**src/rtl/sequence_game_ctrl_if.sv**
```systemverilog
// Handshake bundle between the memory-game controller and its datapath/compare logic.
interface sequence_game_ctrl_if;
  logic       start;
  logic       cmp_valid;
  logic       cmp_match;
  logic       en_random_set;
  logic       en_random_load1;
  logic       en_store_random;
  logic       en_random_read;
  logic [3:0] colour_sel;
  logic [2:0] level;
  logic       busy;
  logic       await_input;
  logic       win;
  logic       lose;

  modport master (
    output start, cmp_valid, cmp_match,
    input  en_random_set, en_random_load1, en_store_random, en_random_read,
    input  colour_sel, level, busy, await_input, win, lose
  );

  modport slave (
    input  start, cmp_valid, cmp_match,
    output en_random_set, en_random_load1, en_store_random, en_random_read,
    output colour_sel, level, busy, await_input, win, lose
  );
endinterface

```
**src/rtl/sequence_game_ctrl.sv**
```systemverilog
// Moore controller for the colour-sequence memory game: seeds the LFSR, fills the
// sequence register, plays back `level` colours and tracks rounds 1..5 to win/lose.
module sequence_game_ctrl #(
  parameter int WARM_CYCLES   = 16,
  parameter int SHOW_CYCLES   = 25_000_000,
  parameter int GAP_CYCLES    = 5_000_000,
  parameter int INPUT_TIMEOUT = 250_000_000
) (
  input  logic                 clock,
  input  logic                 reset,
  sequence_game_ctrl_if.slave  bus
);

  function automatic int max2(input int a, input int b);
    return (a > b) ? a : b;
  endfunction

  localparam int FILL_BITS = 15;
  localparam int CNT_MAX   = max2(max2(max2(WARM_CYCLES, SHOW_CYCLES),
                                       max2(GAP_CYCLES, INPUT_TIMEOUT)), FILL_BITS);
  localparam int CW        = $clog2(CNT_MAX + 1);

  typedef logic [CW-1:0] cnt_t;

  localparam cnt_t WARM_LAST = cnt_t'(WARM_CYCLES - 1);
  localparam cnt_t FILL_LAST = cnt_t'(FILL_BITS - 1);
  localparam cnt_t SHOW_LAST = cnt_t'(SHOW_CYCLES - 1);
  localparam cnt_t GAP_LAST  = cnt_t'(GAP_CYCLES - 1);
  localparam cnt_t TO_LAST   = cnt_t'(INPUT_TIMEOUT - 1);
  localparam cnt_t CNT_TOP   = cnt_t'(CNT_MAX);

  typedef enum logic [3:0] {
    S_IDLE, S_CLEAR, S_SEED, S_WARM, S_FILL,
    S_SHOW, S_GAP, S_WAIT_IN, S_WIN, S_LOSE
  } state_t;

  state_t     state, state_n;
  cnt_t       cnt;
  logic [2:0] level, level_n;
  logic [2:0] k, k_n;
  logic       win_q, win_n, lose_q, lose_n;

  logic       o_set, o_load1, o_store, o_busy, o_await;
  logic [3:0] o_col;

  always_ff @(posedge clock) begin
    if (!reset) begin
      state  <= S_IDLE;
      cnt    <= '0;
      level  <= '0;
      k      <= '0;
      win_q  <= 1'b0;
      lose_q <= 1'b0;
    end else begin
      state  <= state_n;
      level  <= level_n;
      k      <= k_n;
      win_q  <= win_n;
      lose_q <= lose_n;
      // one shared counter: restarts on every state change, saturates otherwise
      if (state_n != state)  cnt <= '0;
      else if (cnt != CNT_TOP) cnt <= cnt + cnt_t'(1);
    end
  end

  always_comb begin
    state_n = state;
    level_n = level;
    k_n     = k;
    win_n   = win_q;
    lose_n  = lose_q;
    o_set   = 1'b1;
    o_load1 = 1'b0;
    o_store = 1'b0;
    o_busy  = 1'b1;
    o_await = 1'b0;
    o_col   = 4'd0;
    case (state)
      S_IDLE: begin
        o_busy = 1'b0;
        if (bus.start) begin
          state_n = S_CLEAR;
          win_n   = 1'b0;
          lose_n  = 1'b0;
        end
      end
      S_CLEAR: begin
        o_set   = 1'b0;
        state_n = S_SEED;
      end
      S_SEED: begin
        o_load1 = 1'b1;
        state_n = S_WARM;
      end
      S_WARM: if (cnt == WARM_LAST) state_n = S_FILL;
      S_FILL: begin
        o_store = 1'b1;
        if (cnt == FILL_LAST) begin
          state_n = S_SHOW;
          level_n = 3'd1;
          k_n     = 3'd1;
        end
      end
      S_SHOW: begin
        o_col = {1'b0, k};
        if (cnt == SHOW_LAST) state_n = S_GAP;
      end
      S_GAP: begin
        if (cnt == GAP_LAST) begin
          k_n     = k + 3'd1;
          state_n = (k < level) ? S_SHOW : S_WAIT_IN;
        end
      end
      S_WAIT_IN: begin
        o_await = 1'b1;
        if (bus.cmp_valid) begin
          if (!bus.cmp_match)   state_n = S_LOSE;
          else if (level == 3'd5) state_n = S_WIN;
          else begin
            // k=0 so the increment at the end of the leading gap replays from colour 1
            level_n = level + 3'd1;
            k_n     = 3'd0;
            state_n = S_GAP;
          end
        end else if (cnt == TO_LAST) begin
          state_n = S_LOSE;
        end
      end
      S_WIN: begin
        win_n   = 1'b1;
        level_n = 3'd0;
        state_n = S_IDLE;
      end
      S_LOSE: begin
        lose_n  = 1'b1;
        level_n = 3'd0;
        state_n = S_IDLE;
      end
      default: state_n = S_IDLE;
    endcase
  end

  assign bus.en_random_set   = o_set;
  assign bus.en_random_load1 = o_load1;
  assign bus.en_store_random = o_store;
  assign bus.en_random_read  = 1'b0;
  assign bus.colour_sel      = o_col;
  assign bus.level           = level;
  assign bus.busy            = o_busy;
  assign bus.await_input     = o_await;
  assign bus.win             = win_q;
  assign bus.lose            = lose_q;

endmodule
```
**src/flat_wrapper.sv**
```systemverilog
// flat-port wrapper written by rule: the top's interface ports become plain ports
module sequence_game_ctrl_flat 
#(
  parameter int WARM_CYCLES   = 16,
  parameter int SHOW_CYCLES   = 25_000_000,
  parameter int GAP_CYCLES    = 5_000_000,
  parameter int INPUT_TIMEOUT = 250_000_000
)
  (clock, reset, bus_start, bus_cmp_valid, bus_cmp_match, bus_en_random_set, bus_en_random_load1, bus_en_store_random, bus_en_random_read, bus_colour_sel, bus_level, bus_busy, bus_await_input, bus_win, bus_lose);
  sequence_game_ctrl_if bus_i ();
  input  logic clock;
  input  logic reset;
  input wire logic [$bits(bus_i.start)-1:0] bus_start;
  input wire logic [$bits(bus_i.cmp_valid)-1:0] bus_cmp_valid;
  input wire logic [$bits(bus_i.cmp_match)-1:0] bus_cmp_match;
  output wire logic [$bits(bus_i.en_random_set)-1:0] bus_en_random_set;
  output wire logic [$bits(bus_i.en_random_load1)-1:0] bus_en_random_load1;
  output wire logic [$bits(bus_i.en_store_random)-1:0] bus_en_store_random;
  output wire logic [$bits(bus_i.en_random_read)-1:0] bus_en_random_read;
  output wire logic [$bits(bus_i.colour_sel)-1:0] bus_colour_sel;
  output wire logic [$bits(bus_i.level)-1:0] bus_level;
  output wire logic [$bits(bus_i.busy)-1:0] bus_busy;
  output wire logic [$bits(bus_i.await_input)-1:0] bus_await_input;
  output wire logic [$bits(bus_i.win)-1:0] bus_win;
  output wire logic [$bits(bus_i.lose)-1:0] bus_lose;
  assign bus_i.start = bus_start;
  assign bus_i.cmp_valid = bus_cmp_valid;
  assign bus_i.cmp_match = bus_cmp_match;
  assign bus_en_random_set = bus_i.en_random_set;
  assign bus_en_random_load1 = bus_i.en_random_load1;
  assign bus_en_store_random = bus_i.en_store_random;
  assign bus_en_random_read = bus_i.en_random_read;
  assign bus_colour_sel = bus_i.colour_sel;
  assign bus_level = bus_i.level;
  assign bus_busy = bus_i.busy;
  assign bus_await_input = bus_i.await_input;
  assign bus_win = bus_i.win;
  assign bus_lose = bus_i.lose;
  sequence_game_ctrl #(.WARM_CYCLES(WARM_CYCLES), .SHOW_CYCLES(SHOW_CYCLES), .GAP_CYCLES(GAP_CYCLES), .INPUT_TIMEOUT(INPUT_TIMEOUT)) u_core (.clock(clock), .reset(reset), .bus(bus_i));
endmodule
```
**config.mk**
```make
export PLATFORM = sky130hd
export DESIGN_NAME = sequence_game_ctrl_flat
export DESIGN_NICKNAME = d
export VERILOG_FILES = /design/src/rtl/sequence_game_ctrl_if.sv /design/src/rtl/sequence_game_ctrl.sv /design/src/flat_wrapper.sv
export SDC_FILE = /design/constraint.sdc
export NUM_CORES = 1
export LEC_CHECK = 0
export CAP_MARGIN = 30
export CORE_ASPECT_RATIO = 1.2
export CORE_UTILIZATION = 50
export CTS_CLUSTER_SIZE = 30
export DETAILED_ROUTE_END_ITERATION = 8
export GPL_TIMING_DRIVEN = 0
export PLACE_DENSITY = 0.75
export SYNTH_ARGS = -nofsm -noshare
export SYNTH_HDL_FRONTEND = slang
export SYNTH_SLANG_ARGS = --single-unit
export TNS_END_PERCENT = 20
```
**constraint.sdc**
```tcl
create_clock -name clock -period 2.5 [get_ports clock]
set_clock_uncertainty 0.1 [all_clocks]
set_input_delay 0.5 -clock clock [delete_from_list [all_inputs] [get_ports clock]]
set_output_delay 0.5 -clock clock [all_outputs]
set_load 0.02 [all_outputs]
```
# After elaboration in Yosys (flattened, before gate mapping)

Index checks and enable logic that the tools add are counted.

Register bits: 40
Input bits: 5
Output and inout bits: 15
Word-level logic and storage cells: 75

Add/subtract/negate cells: 3
Order comparisons: 1
Equality and inequality tests: 23
Mux-type cells: 30
Bitwise gates (word level): 1
Reduce and logical (&&, ||, !) cells: 11

Operator list:

| operator                                                          | count |
|---|---|
| 28-bit by 4-bit == test with 1-bit output, second input constant  | 2 |
| 4-bit 2-to-1 mux                                                  | 9 |
| 4-bit case mux with 8 select lines                                | 1 |
| 28-bit by 1-bit adder with 28-bit output, second input constant   | 1 |
| 28-bit by 23-bit == test with 1-bit output, second input constant | 1 |
| 28-bit by 25-bit == test with 1-bit output, second input constant | 1 |
| 28-bit == test, second input constant                             | 1 |
| 28-bit != test, second input constant                             | 1 |
| 3-bit 2-to-1 mux                                                  | 9 |
| 3-bit case mux with 3 select lines                                | 2 |
| 4-bit by 3-bit == test with 1-bit output, second input constant   | 4 |
| 4-bit by 2-bit == test with 1-bit output, second input constant   | 2 |
| 4-bit == test, second input constant                              | 2 |
| 2-bit != test, second input constant                              | 4 |
| 3-bit by 1-bit adder with 3-bit output, second input constant     | 2 |
| 1-bit 2-to-1 mux                                                  | 6 |
| 6-bit AND reduction                                               | 1 |
| 3-bit nonzero test                                                | 2 |
| 5-bit AND reduction                                               | 1 |
| 4-bit by 1-bit == test with 1-bit output, second input constant   | 1 |
| 4-bit zero test                                                   | 1 |
| 2-bit by 1-bit != test with 1-bit output, second input constant   | 2 |
| 4-bit != test                                                     | 1 |
| 1-bit case mux with 2 select lines                                | 2 |
| other kinds (7)                                                   | 10 |

# Depth between registers and ports, before layout

Depth after elaboration: 7
Depth in mapped cells: 9
Depth with buffers taken out: 8

# Worst setup path before layout

Ideal clock, no wire load.

Kind: register to register
Start point: reg u_core.cnt[25]
End point: reg u_core.cnt[10]
Library setup time: 0.119 ns
Arrival: 2.436 ns
Data required time: 2.281 ns
Setup slack: -0.155 ns
Stages on the path, launching flop included: 9
Buffers on the path: 2
Clock period less this slack: 2.655 ns
Cell sequence: dfxtp_1 -> or4_4 -> or4_4 -> nor4_2 -> o211a_1 -> nand2b_1 -> buf_2 -> buf_4 -> a21oi_1

Longest elaborated chain between the ends: 6
Elaborated cells on any way between the ends: 15
Classes of those cells: eq/ne: 7; mux: 7; reduce/logical: 1

RTL lines:

| element                            | line                      | source |
|---|---|---|
| start: declaration                 | sequence_game_ctrl.sv:38  | `cnt_t cnt;` |
| start signal: assignment           | sequence_game_ctrl.sv:62  | `else if (cnt != CNT_TOP) cnt <= cnt + cnt_t'(1);` |
| 28-bit == test                     | sequence_game_ctrl.sv:125 | `end else if (cnt == TO_LAST) begin` |
| 4-bit 2-to-1 mux                   | sequence_game_ctrl.sv:125 |  |
| 4-bit 2-to-1 mux                   | sequence_game_ctrl.sv:116 | `if (bus.cmp_valid) begin` |
| 4-bit case mux with 8 select lines | sequence_game_ctrl.sv:78  | `case (state)` |
| 4-bit != test                      | sequence_game_ctrl.sv:61  | `if (state_n != state) cnt <= '0;` |
| 2-bit OR reduction (no line)       | -                         |  |

Parallel ways exist; a longest one is shown, timed or not.
A chain may end at the register's enable or synchronous reset.

# Final worst setup path

Start point: reg u_core.cnt[25]
End point: reg u_core.level[0] (netlist: u_core.bus.level[0])

Longest elaborated chain between the ends: 3

RTL lines:

| element                                            | line                     | source |
|---|---|---|
| 28-bit by 4-bit == test with 1-bit output          | sequence_game_ctrl.sv:98 | `if (cnt == FILL_LAST) begin` |
| 2-bit by 1-bit != test with 1-bit output (no line) | -                        |  |
| 5-bit AND reduction (no line)                      | -                        |  |
| end signal: assignment                             | sequence_game_ctrl.sv:56 | `level <= level_n;` |
| end: declaration                                   | sequence_game_ctrl.sv:39 | `logic [2:0] level, level_n;` |

No other way between the ends.

==> summary.txt <==
Global routing
  • First-pass GRT wire length: 12030 µm
  • Initial antenna violation count: 0
  • Number of global-route vias before repair: 2495
  • Largest net degree at the start of global routing: 14
  • Overall routing resource usage: 0.2861
  • Grt total ovfl: 0

Route
  • Number of iterations in the first detailed-routing pass: 4
  • Met2 wire length: 3739 µm
  • Via density: roughly 6
  • Met3 WL: 415 µm
  • Routed Antenna Nets: 0
  • Max Used Layer: met4
  • DR WL/cell: 16.85 µm
  • Routed wire length: approximately 7500 µm
  • Metal-1 WL: 3168 µm
  • # DRC: 0
  • Total number of vias: 2675
  • Starting DRC count in detailed routing: 230

Timing
  • Tmin final: 2632 ps
  • Hold Slack: 411.1 ps
  • Final setup vio count: 28
  • Worst slew pin tran: just under 500 ps
  • Max transition margin: 0.6661
  • Fmax: 0.3799 GHz
  • Part of the cycle the worst path needs: 1.053
  • Unrepaired setup endpoints after global routing: true
  • Slew Viols, Final: 0
  • Final setup margin: -132.4 ps
  • Fin Setup TNS: -1177 ps
  • Final Hold Fails: 0

Layout
  • Final net count: about 400
  • Area Overhead vs Synth: 28.54%
  • FILL cells: 424
  • Antenna Cells: 0
  • Layout cell share with drive strength beyond 1: 0.2292
  • Final Cell Area: 3415 µm²

Clocking
  • # H-tree levels: 2
  • Root buffer cell: clkbuf_8
  • CTS sink count: 40
  • Max Root-Sink Buffers: 2
  • Cts hold-fix bufs: 0
  • CTS tree: done
  • Num CTS Buffers: 5
  • Clock-pin slew on the worst setup and hold paths: 80 ps
  • Worst skew pair latency: 300 ps

Floorplan
  • DIE AREA: 5609 µm²
  • Die height: 81.85 µm
  • IO Pins: 20
  • CORE AREA: 5010 µm²
  • Die W: 68.54 µm
  • Num rows: 28
  • Initial core utilization: 0.5302

Place
  • Dpl cell area: 2970 µm²
  • DPL Wire Length: roughly 5000 µm
  • Input/output buffers: 17
  • Gpl congestion: between 0.9 and 1

Yosys
  • Top_reg_cell synth: dfxtp_1
  • Synth top area share: 0.3015
  • Ys async rst share: 0
  • Syn Area/Cell: 7.813 µm²
  • Seq/Total Area, Yosys: 0.3015
  • Synthesized area: approximately 2700 µm²
  • Distinct cell type count of the synthesized netlist: ~60
  • Synth area leader: dfxtp_1
  • Count leader, synth: nand2_1
  • Yosys warns: 0
  • EDFF count, synth: 0
  • Synth Instances: 340
  • Post-synth top cells: nand2_1 (52), dfxtp_1 (40), a21oi_1 (34)
  • Seq cells post-synth: 40
  • Top post-synthesis cells by area: dfxtp_1 (30%), nand2_1 (7.3%), a21oi_1 (6.4%), xnor2_1 (5.9%), ha_1 (3.8%)

Critical path
  • Worst EP required: about 2600 ps
  • Crit path max fanout: 4
  • CP cell instances: or4_4 > or4_4 > buf_6 > nor4_4 > nand2_1 > a2111o_1 > a21boi_2
  • Most frequent CP cell: or4_4
  • Worst path max stage delay: 540 ps
  • Worst setup EP type: flip-flop
  • CP Launch Type: flip-flop
  • R2R setup slack: -130 ps
  • Crit path max-delay cell type: or4_4
  • Arr. time, crit path: 2780 ps
  • WS Path Type: reg2reg

Pwr
  • Pwr Total: between 1 and 1.5 mW
  • Lkg Pwr: 1.259 nW
  • Cell area power density: 430.3 nW/µm²
  • VDD IR max: approximately 420 µV

Job
  • Max Cap Viol: 0

Status
  • Outcome: finished with violations
  • Failing checks: negative setup slack

Hold path
  • Hold Crit Class: reg2reg
[area by class of cell]
type	count	area, µm²	area share
clock inverters	3	42.54	0.01246
inverters	11	41.29	0.01209
repair buffers	37	352.8	0.1033
multi-input cells	271	1886	0.5522
plain buffers	17	131.4	0.03848
well taps	60	75.07	0.02199
clock buffers	5	68.82	0.02015
flip-flops and latches	40	817.0	0.2393
[cell usage in the layout (no fill, tap or decap), types with 7 or more instances in the layout]
cell type,synthesis,routed
a21oi_1,34,24
a21oi_2,0,10
and3_1,7,7
buf_4,5,16
buf_6,2,10
clkdlybuf4s50_1,0,15
dfxtp_1,40,33
ha_1,8,8
inv_1,11,11
nand2_1,52,52
nand3_1,19,18
nand4_1,13,13
nor2_1,13,12
nor2b_1,10,8
nor3_1,12,10
o21ai_0,10,8
xnor2_1,18,18
xor2_1,8,8
[layer usage]
metal | vias up | track usage
li1 | 1304 | -
met1 | 1261 | 0.3546
met2 | 93 | 0.4804
met3 | 17 | 0.04861
met4 | 0 | 0.1167
met5 | - | 0
[flip-flops by register name (all words and copies together) (netlist names)]
name	count
u_core.state	4
u_core.cnt	28
u_core.bus.level	3
u_core.k	3
u_core.bus.win	1
u_core.bus.lose	1
[critical path, delay by kind of cell (launching register included)]
family	cells	cell delay, ps
compound gates	2	570
flops	1	350
buf+inv	1	160
simple gates	4	1380
[cells by family after synthesis]
| logic type | count (synthesis) | share of synthesized area |
|---|---|---|
| other | 1 | 0.001412 |
| AND/OR/NAND/NOR | 171 | 0.3589 |
| flip-flops | 40 | 0.3015 |
| AO/OA/AOI/OAI | 63 | 0.1521 |
| adder cells (fa/ha/maj) | 8 | 0.03768 |
| buffers and inverters | 30 | 0.05841 |
| XOR/XNOR | 26 | 0.08573 |
| multiplexers | 1 | 0.004239 |
[power by group]
group	switching, mW	leakage (nW)	internal (mW)
registers	0.0115	0.327	0.641
logic	0.150	0.878	0.123
clock network	0.248	0.0541	0.296
total	0.410	1.26	1.06
[repair_timing]
| item | CTS | global route |
|---|---|---|
| pin swaps | 8 | 3 |
| setup buffers | 12 | 7 |
| endpoints found under the setup margin | 37 | 37 |
| cloned | 2 | 0 |
| resized for setup | 42 | 18 |
[stage by stage]
step / setup WS [ps] / instances / utilization
after floorplan: -49.58 / 341 / -
after global placement: -545.2 / 418 / 0.5919
after detailed placement: -305.7 / 419 / 0.5929
after CTS: -68.32 / 439 / 0.6661
after global routing: -188.8 / 444 / 0.6816
final: -132.4 / 444 / 0.6816
[path summary, 6_finish.rpt]
check,startpoint,to,depth (start not counted)
setup reg to reg,u_core.cnt[25],u_core.bus.level[0],7
hold / removal,u_core.bus.level[1],u_core.bus.level[1],2
hold reg to reg,u_core.bus.level[1],u_core.bus.level[1],2
setup / recovery,u_core.cnt[25],u_core.bus.level[0],7
No activity file was read; power rests on OpenSTA's default activity.
